### config.mk
export PLATFORM = sky130hd
export DESIGN_NAME = scr1_dp_mem_bist
export DESIGN_NICKNAME = d
export VERILOG_FILES = /design/src/rtl/scr1_dp_mem_bist.sv
export SDC_FILE = /design/constraint.sdc
export NUM_CORES = 1
export LEC_CHECK = 0
export CORE_AREA = 2 2 118 120
export DETAILED_ROUTE_END_ITERATION = 12
export DIE_AREA = 0 0 120 122
export PLACE_DENSITY_LB_ADDON = 0.1
export SYNTH_ARGS = -nofsm -noshare
export SYNTH_HDL_FRONTEND = slang
export SYNTH_SLANG_ARGS = --single-unit
### constraint.sdc
create_clock -name clk -period 4.08 [get_ports clk]
set_input_delay 0.816 -clock clk [delete_from_list [all_inputs] [get_ports clk]]
set_output_delay 0.816 -clock clk [all_outputs]
set_load 0.1 [all_outputs]
### src/rtl/scr1_dp_mem_bist.sv
// scr1_dp_mem_bist: march-style self-test initiator for TCM port B.
// Sequence: write P ascending, read P / write ~P ascending, read ~P descending.
// The first mismatching read is latched and the test stops at once.
module scr1_dp_mem_bist #(
  parameter int SCR1_WIDTH  = 32,
  parameter int SCR1_SIZE   = 32'h00010000,
  parameter int SCR1_NBYTES = SCR1_WIDTH / 8
) (
  input  logic                          clk,
  input  logic                          rst_n,
  input  logic                          start,
  input  logic [SCR1_WIDTH-1:0]         pattern,
  output logic                          busy,
  output logic                          done,
  output logic                          pass,
  output logic [$clog2(SCR1_SIZE)-1:0]  fail_addr,
  output logic [SCR1_WIDTH-1:0]         fail_data,
  output logic                          renb,
  output logic                          wenb,
  output logic [SCR1_NBYTES-1:0]        webb,
  output logic [$clog2(SCR1_SIZE)-1:0]  addrb,
  output logic [SCR1_WIDTH-1:0]         datab,
  input  logic [SCR1_WIDTH-1:0]         qb
);

  localparam int N  = SCR1_SIZE / SCR1_NBYTES;
  localparam int AW = $clog2(SCR1_SIZE);
  localparam int BW = $clog2(SCR1_NBYTES);
  localparam int IW = $clog2(N);
  localparam logic [IW-1:0] IDX_LAST = IW'(N - 1);
  localparam logic [IW-1:0] IDX_ZERO = '0;

  typedef enum logic [2:0] {
    ST_IDLE,
    ST_W0,
    ST_R0W1,
    ST_R1,
    ST_DRAIN,
    ST_DONE
  } state_t;

  state_t                r_state;
  logic [IW-1:0]         r_idx;
  logic                  r_phase;      // R0W1: 0 = read cycle, 1 = write cycle
  logic [SCR1_WIDTH-1:0] r_pat;
  logic                  r_pass;
  logic [AW-1:0]         r_fail_addr;
  logic [SCR1_WIDTH-1:0] r_fail_data;
  // Compare pipeline: marks the cycle in which qb holds the previous read
  logic                  r_cmp_vld;
  logic [AW-1:0]         r_cmp_addr;
  logic [SCR1_WIDTH-1:0] r_cmp_exp;

  state_t                w_state_nxt;
  logic [IW-1:0]         w_idx_nxt;
  logic                  w_phase_nxt;
  logic [SCR1_WIDTH-1:0] w_pat_nxt;
  logic                  w_pass_nxt;
  logic [AW-1:0]         w_fail_addr_nxt;
  logic [SCR1_WIDTH-1:0] w_fail_data_nxt;
  logic                  w_ren;
  logic                  w_wen;
  logic [SCR1_WIDTH-1:0] w_wdata;
  logic                  w_mismatch;
  logic [AW-1:0]         w_req_addr;

  assign w_mismatch = r_cmp_vld && (qb != r_cmp_exp);
  assign w_req_addr = {r_idx, {BW{1'b0}}};

  // Next-state, request generation and mismatch capture
  always_comb begin
    w_state_nxt     = r_state;
    w_idx_nxt       = r_idx;
    w_phase_nxt     = r_phase;
    w_pat_nxt       = r_pat;
    w_pass_nxt      = r_pass;
    w_fail_addr_nxt = r_fail_addr;
    w_fail_data_nxt = r_fail_data;
    w_ren           = 1'b0;
    w_wen           = 1'b0;
    w_wdata         = '0;

    case (r_state)
      ST_IDLE, ST_DONE: begin
        if (start) begin
          w_state_nxt     = ST_W0;
          w_idx_nxt       = '0;
          w_phase_nxt     = 1'b0;
          w_pat_nxt       = pattern;
          w_pass_nxt      = 1'b0;
          w_fail_addr_nxt = '0;
          w_fail_data_nxt = '0;
        end
      end
      ST_W0: begin
        w_wen   = 1'b1;
        w_wdata = r_pat;
        if (r_idx == IDX_LAST) begin
          w_state_nxt = ST_R0W1;
          w_idx_nxt   = '0;
          w_phase_nxt = 1'b0;
        end else begin
          w_idx_nxt = r_idx + IW'(1);
        end
      end
      ST_R0W1: begin
        if (!r_phase) begin
          w_ren       = 1'b1;
          w_phase_nxt = 1'b1;
        end else begin
          w_wen       = 1'b1;
          w_wdata     = ~r_pat;
          w_phase_nxt = 1'b0;
          if (r_idx == IDX_LAST) begin
            w_state_nxt = ST_R1;
            w_idx_nxt   = IDX_LAST;
          end else begin
            w_idx_nxt = r_idx + IW'(1);
          end
        end
      end
      ST_R1: begin
        w_ren = 1'b1;
        if (r_idx == IDX_ZERO) begin
          w_state_nxt = ST_DRAIN;
        end else begin
          w_idx_nxt = r_idx - IW'(1);
        end
      end
      ST_DRAIN: begin
        w_state_nxt = ST_DONE;
        w_pass_nxt  = 1'b1;
      end
      default: begin
        w_state_nxt = ST_IDLE;
      end
    endcase

    // A mismatch overrides everything: abandon the stream and report
    if (w_mismatch) begin
      w_state_nxt     = ST_DONE;
      w_pass_nxt      = 1'b0;
      w_fail_addr_nxt = r_cmp_addr;
      w_fail_data_nxt = qb;
    end
  end

  // State, counters, result and compare-pipeline registers
  always_ff @(posedge clk or negedge rst_n) begin
    if (!rst_n) begin
      r_state     <= ST_IDLE;
      r_idx       <= '0;
      r_phase     <= 1'b0;
      r_pat       <= '0;
      r_pass      <= 1'b0;
      r_fail_addr <= '0;
      r_fail_data <= '0;
      r_cmp_vld   <= 1'b0;
      r_cmp_addr  <= '0;
      r_cmp_exp   <= '0;
    end else begin
      r_state     <= w_state_nxt;
      r_idx       <= w_idx_nxt;
      r_phase     <= w_phase_nxt;
      r_pat       <= w_pat_nxt;
      r_pass      <= w_pass_nxt;
      r_fail_addr <= w_fail_addr_nxt;
      r_fail_data <= w_fail_data_nxt;
      r_cmp_vld   <= w_ren && !w_mismatch;
      r_cmp_addr  <= w_req_addr;
      r_cmp_exp   <= (r_state == ST_R0W1) ? r_pat : ~r_pat;
    end
  end

  assign busy      = (r_state != ST_IDLE) && (r_state != ST_DONE);
  assign done      = (r_state == ST_DONE);
  assign pass      = r_pass;
  assign fail_addr = r_fail_addr;
  assign fail_data = r_fail_data;
  assign renb      = w_ren;
  assign wenb      = w_wen;
  assign webb      = {SCR1_NBYTES{w_wen}};
  assign addrb     = (w_ren || w_wen) ? w_req_addr : '0;
  assign datab     = w_wdata;

endmodule

## Word level (Yosys, flattened, before mapping)

Index checks and enable logic that the tools add are counted.

| storage, ports and cells | value |
|---|---|
| flip-flop bits (word level) | 146 |
| input port bits | 67 |
| output and inout bits | 105 |
| word-level logic and storage cells | 82 |

| cells by class | value |
|---|---|
| add/subtract/negate cells | 2 |
| equal/unequal tests | 17 |
| muxes and demuxes | 32 |
| bitwise operators | 1 |
| reduce and logical (&&, ||, !) cells | 20 |

Operators with widths:

| operator | count |
|---|---|
| 32-bit 2-to-1 mux | 5 |
| 14-bit 2-to-1 mux | 5 |
| 16-bit 2-to-1 mux | 4 |
| 32-bit case mux with 2 select lines | 1 |
| 14-bit case mux with 4 select lines | 1 |
| 32-bit inequality test | 1 |
| 32-bit inverter | 1 |
| 3-bit 2-to-1 mux | 6 |
| 3-bit inequality test (second input constant) | 6 |
| 3-bit case mux with 5 select lines | 1 |
| 14-bit by 1-bit adder with 14-bit output (second input constant) | 1 |
| 14-bit equality test (second input constant) | 1 |
| 14-bit logical NOT | 1 |
| 14-bit by 1-bit subtractor with 14-bit output (second input constant) | 1 |
| 3-bit nonzero test | 3 |
| 2-bit inequality test (second input constant) | 4 |
| 3-bit by 2-bit equality test with 1-bit output (second input constant) | 2 |
| 3-bit equality test (second input constant) | 2 |
| 1-bit case mux with 2 select lines | 3 |
| 2-bit AND reduction | 3 |
| 1-bit 2-to-1 mux | 5 |
| 5-bit AND reduction | 1 |
| 4-bit AND reduction | 1 |
| 2-bit nonzero test | 2 |
| other kinds (9) | 11 |

## Logic depth before layout (Yosys ltp)

| logic depth | value |
|---|---|
| depth after elaboration | 5 |
| gate-level depth with buffers | 8 |
| mapped depth without buffers | 8 |

## Worst setup path before layout

No wires, ideal clock.

| path | value |
|---|---|
| path kind | register to output |
| start point | register r_state[0] |
| end point | output port datab[0] |
| arrival | 3474 ps |
| required time | 3264 ps |
| slack | -210 ps |
| cell stages (with the launch flop) | 7 |
| buffers on the path | 3 |
| cell sequence | dfrtp_1 clkbuf_1 nor3b_1 clkbuf_1 nand2_1 clkbuf_1 o21ai_0 |

| on the way | value |
|---|---|
| word-level cells in the longest chain between the ends | 2 |
| elaborated cells on any way between the ends | 3 |
| classes of those cells | eq/ne (2); mux (1) |

Ends and longest elaborated chain:

| what | RTL line | RTL |
|---|---|---|
| start: declaration | 42 | `state_t r_state;` |
| start signal: assignment | 162 | `r_state <= w_state_nxt;` |
| 3-bit by 2-bit equality test with 1-bit output / 3-bit by 1-bit equality test with 1-bit output (equally long branches) | 83 | `case (r_state)` |
| 32-bit case mux with 2 select lines * | 83 |  |
| end: declaration | 22 | `output logic [SCR1_WIDTH-1:0] datab,` |

Mark *: on every way between the ends. The rest lies on a longest branch, timed or not.

## Worst setup path in the final report

| path | value |
|---|---|
| start point | register r_state[1] |
| end point | output port datab[12] |

Same word-level chain as after synthesis.

==> summary.md <==
| Metric | Value |
|---|---|
| Pin count of the biggest net entering global routing | `100` |
| Post-CTS sizing | `0` |
| Crit Path Class | `reg2out` |
| Netlist cell types | `59` |
| Clock Sink Count | `144` |
| Core area | `13,500 µm²` |
| Post-synthesis register bit count | `144` |
| Post-CTS setup buffer count | `0` |
| CTS hold repair buffers | `0` |
| Antenna Diode Count | `0` |
| Clock Skew | `0.00804 ns` |
| Nets@finish | `950` |
| Io pins | `172` |
| Placer congestion estimate | `0.958` |
| DR vias | `5,862` |
| Hold violation count in the final report | `0` |
| Fin crit share | `88.8%` |
| Post-synth top flop | `dfrtp_1` |
| Chip Width | `120 µm` |
| Top-area cell type share of the netlist area | `50.6%` |
| Async set-reset flop share out of synthesis | `100%` |
| EDFF count, synth | `0` |
| DRC | `0` |
| RSZ-0062 raised after global routing | `no` |
| Syn avg cell area | `9.70 µm²` |
| Worst Setup End Kind | `output pin` |
| Fin crit period | `3.62 ns` |
| DRT antenna net count | `0` |
| Clock Root Buffer | `clkbuf_16` |
| Setup crit start kind | `register` |
| CP max FO | `33` |
| First-pass GRT wire length | `29,100 µm` |
| Most frequent cell after synthesis | `dfrtp_1` |
| Initial Utilization | `52.7%` |
| Vias/cell | `5.46` |
| Routed WL | `18,500 µm` |
| Cell row count | `43` |
| Seq/Total Area, Yosys | `50.6%` |
| Slew margin rel. | `24.6%` |
| Cells after synthesis | `734` |
| Worst Tran Pin Value | `1.13 ns` |
| Final setup violation count | `0` |
| Total GRT Usage | `25.8%` |
| Die ar. | `14,600 µm²` |
| Worst-path clk slew | `0.06 ns` |
| Final slew viol count | `0` |
| CTS buffer count | `17` |
| Req. time, crit path | `3.26 ns` |
| DP Area | `8740 µm²` |
| Layout cells sized above 1 | `16.7%` |
| GRT overflow | `0` |
| Design Area, Final | `9330 µm²` |
| Clk_lat worst skew | `0.42 ns` |
| Crit path arrival time | `2.81 ns` |
| DR pass1 iterations | `5` |
| Max-cap viol count | `0` |
| Ys Warns | `0` |
| Top cells by area, synth | `dfrtp_1 51%, o21ai_0 7.3%, mux2_2 5.1%` |
| Dominant cell type by area after synthesis | `dfrtp_1` |
| CTS tree | `built` |
| Fillers | `1,018` |
| Initial antenna violation count | `0` |
| Routed len/inst | `17.3 µm` |
| I/O Buffers | `167` |
| H-tree Lvls | `4` |
| Post-DP HPWL | `13,300 µm` |
| Number of global-route vias before repair | `5,398` |
| Post-Syn Area | `7120 µm²` |
| Status | `finished clean` |
| Commonest cells post-synth | `144 x dfrtp_1, 104 x o21ai_0, 59 x nand2_1` |
| CTS Buffer Depth | `2` |
| P&R area growth vs syn | `31.0%` |
| Hold Crit Class | `in2async` |
| Initial DRC Count | `551` |
| Die Ht | `122 µm` |
| Fmax | `276 MHz` |
## routing by layer
layer | vias to the layer above | part of all wire [%] | track usage [%]
met5 | - | 0 | 0
met4 | 0 | 1.0 | 6.91
met3 | 19 | 6.8 | 5.34
met2 | 238 | 45 | 38.7
met1 | 2821 | 47 | 38.2
li1 | 2784 | - | -
## sequential cells by signal, summed over array words and instances (netlist names)
register and flops:
fail_addr 14, fail_data 32, pass 1, r_cmp_addr 14, r_cmp_exp 32, r_cmp_vld 1
r_idx 14, r_pat 32, r_phase 1, r_state 3
## placed cells by master (no fill, tap or decap), types with 21 or more instances in the layout
master | netlist | routed
nand2_1 | 59 | 58
nor2_1 | 24 | 23
dfrtp_1 | 144 | 144
a21oi_1 | 21 | 21
xnor2_1 | 37 | 37
xor2_1 | 33 | 33
buf_4 | 11 | 64
o21ai_0 | 104 | 104
inv_1 | 55 | 55
mux2_2 | 32 | 32
clkdlybuf4s50_1 | 0 | 112
nand3_1 | 56 | 56
## area by class of cell
type / count / area [µm²] / share of cell area (%)
Sequential cell: 144 / 3600 / 38.6
Multi-Input combinational cell: 484 / 3080 / 33.0
Inverter: 55 / 206 / 2.21
Clock inverter: 13 / 129 / 1.38
Clock buffer: 19 / 453 / 4.86
Timing Repair Buffer: 178 / 1630 / 17.5
Tap cell: 180 / 225 / 2.41
## through the flow
stage               hold WS, ns  utilization, %  setup WS [ns]  cells  TNS (ns)
finish                    0.478            69.1          0.456   1073         0
global route              0.533            69.1          0.141   1073         0
CTS                       0.503            69.1          0.527   1073         0
detailed placement        0.490            64.8          0.962   1041         0
global placement          0.482            64.8           1.06   1041         0
floorplan                 0.349               -         -0.210    737     -6.38
## worst max-delay path: stages, from the launching register on
cell     delay, ns
dfrtp_1       0.74
nor3b_2       0.34
nand2_1       0.53
o21ai_0       0.42
buf_4         0.35
## logic make-up (layout without fill, tap and decap cells)
logic type      count (synthesis)  count (layout)  share of synthesized area, %
compound gates                159             159                          12.6
xor+xnor                       70              70                          8.61
fa+ha+maj                       3               3                         0.527
buf+inv                       109             265                          6.61
flops                         144             144                          50.6
mux                            33              33                          5.20
other cells                     1               4                        0.0527
simple gates                  215             215                          15.8
## path summary, 6_finish.rpt
path / from / to / slack, ns / cells after the start
min: rst_n / fail_data[15] / 0.48 / 1
max in group asynchronous: rst_n / r_pat[1] / 2.66 / 2
min reg2reg: fail_data[29] / fail_data[29] / 0.50 / 2
max reg2reg: r_idx[1] / r_idx[5] / 1.09 / 7
min in group clk: fail_data[29] / fail_data[29] / 0.50 / 2
max: r_state[1] / datab[12] / 0.46 / 4
Power is not shown: default switching activity piles up to over one toggle a cycle in this logic, so the estimate is an artifact.
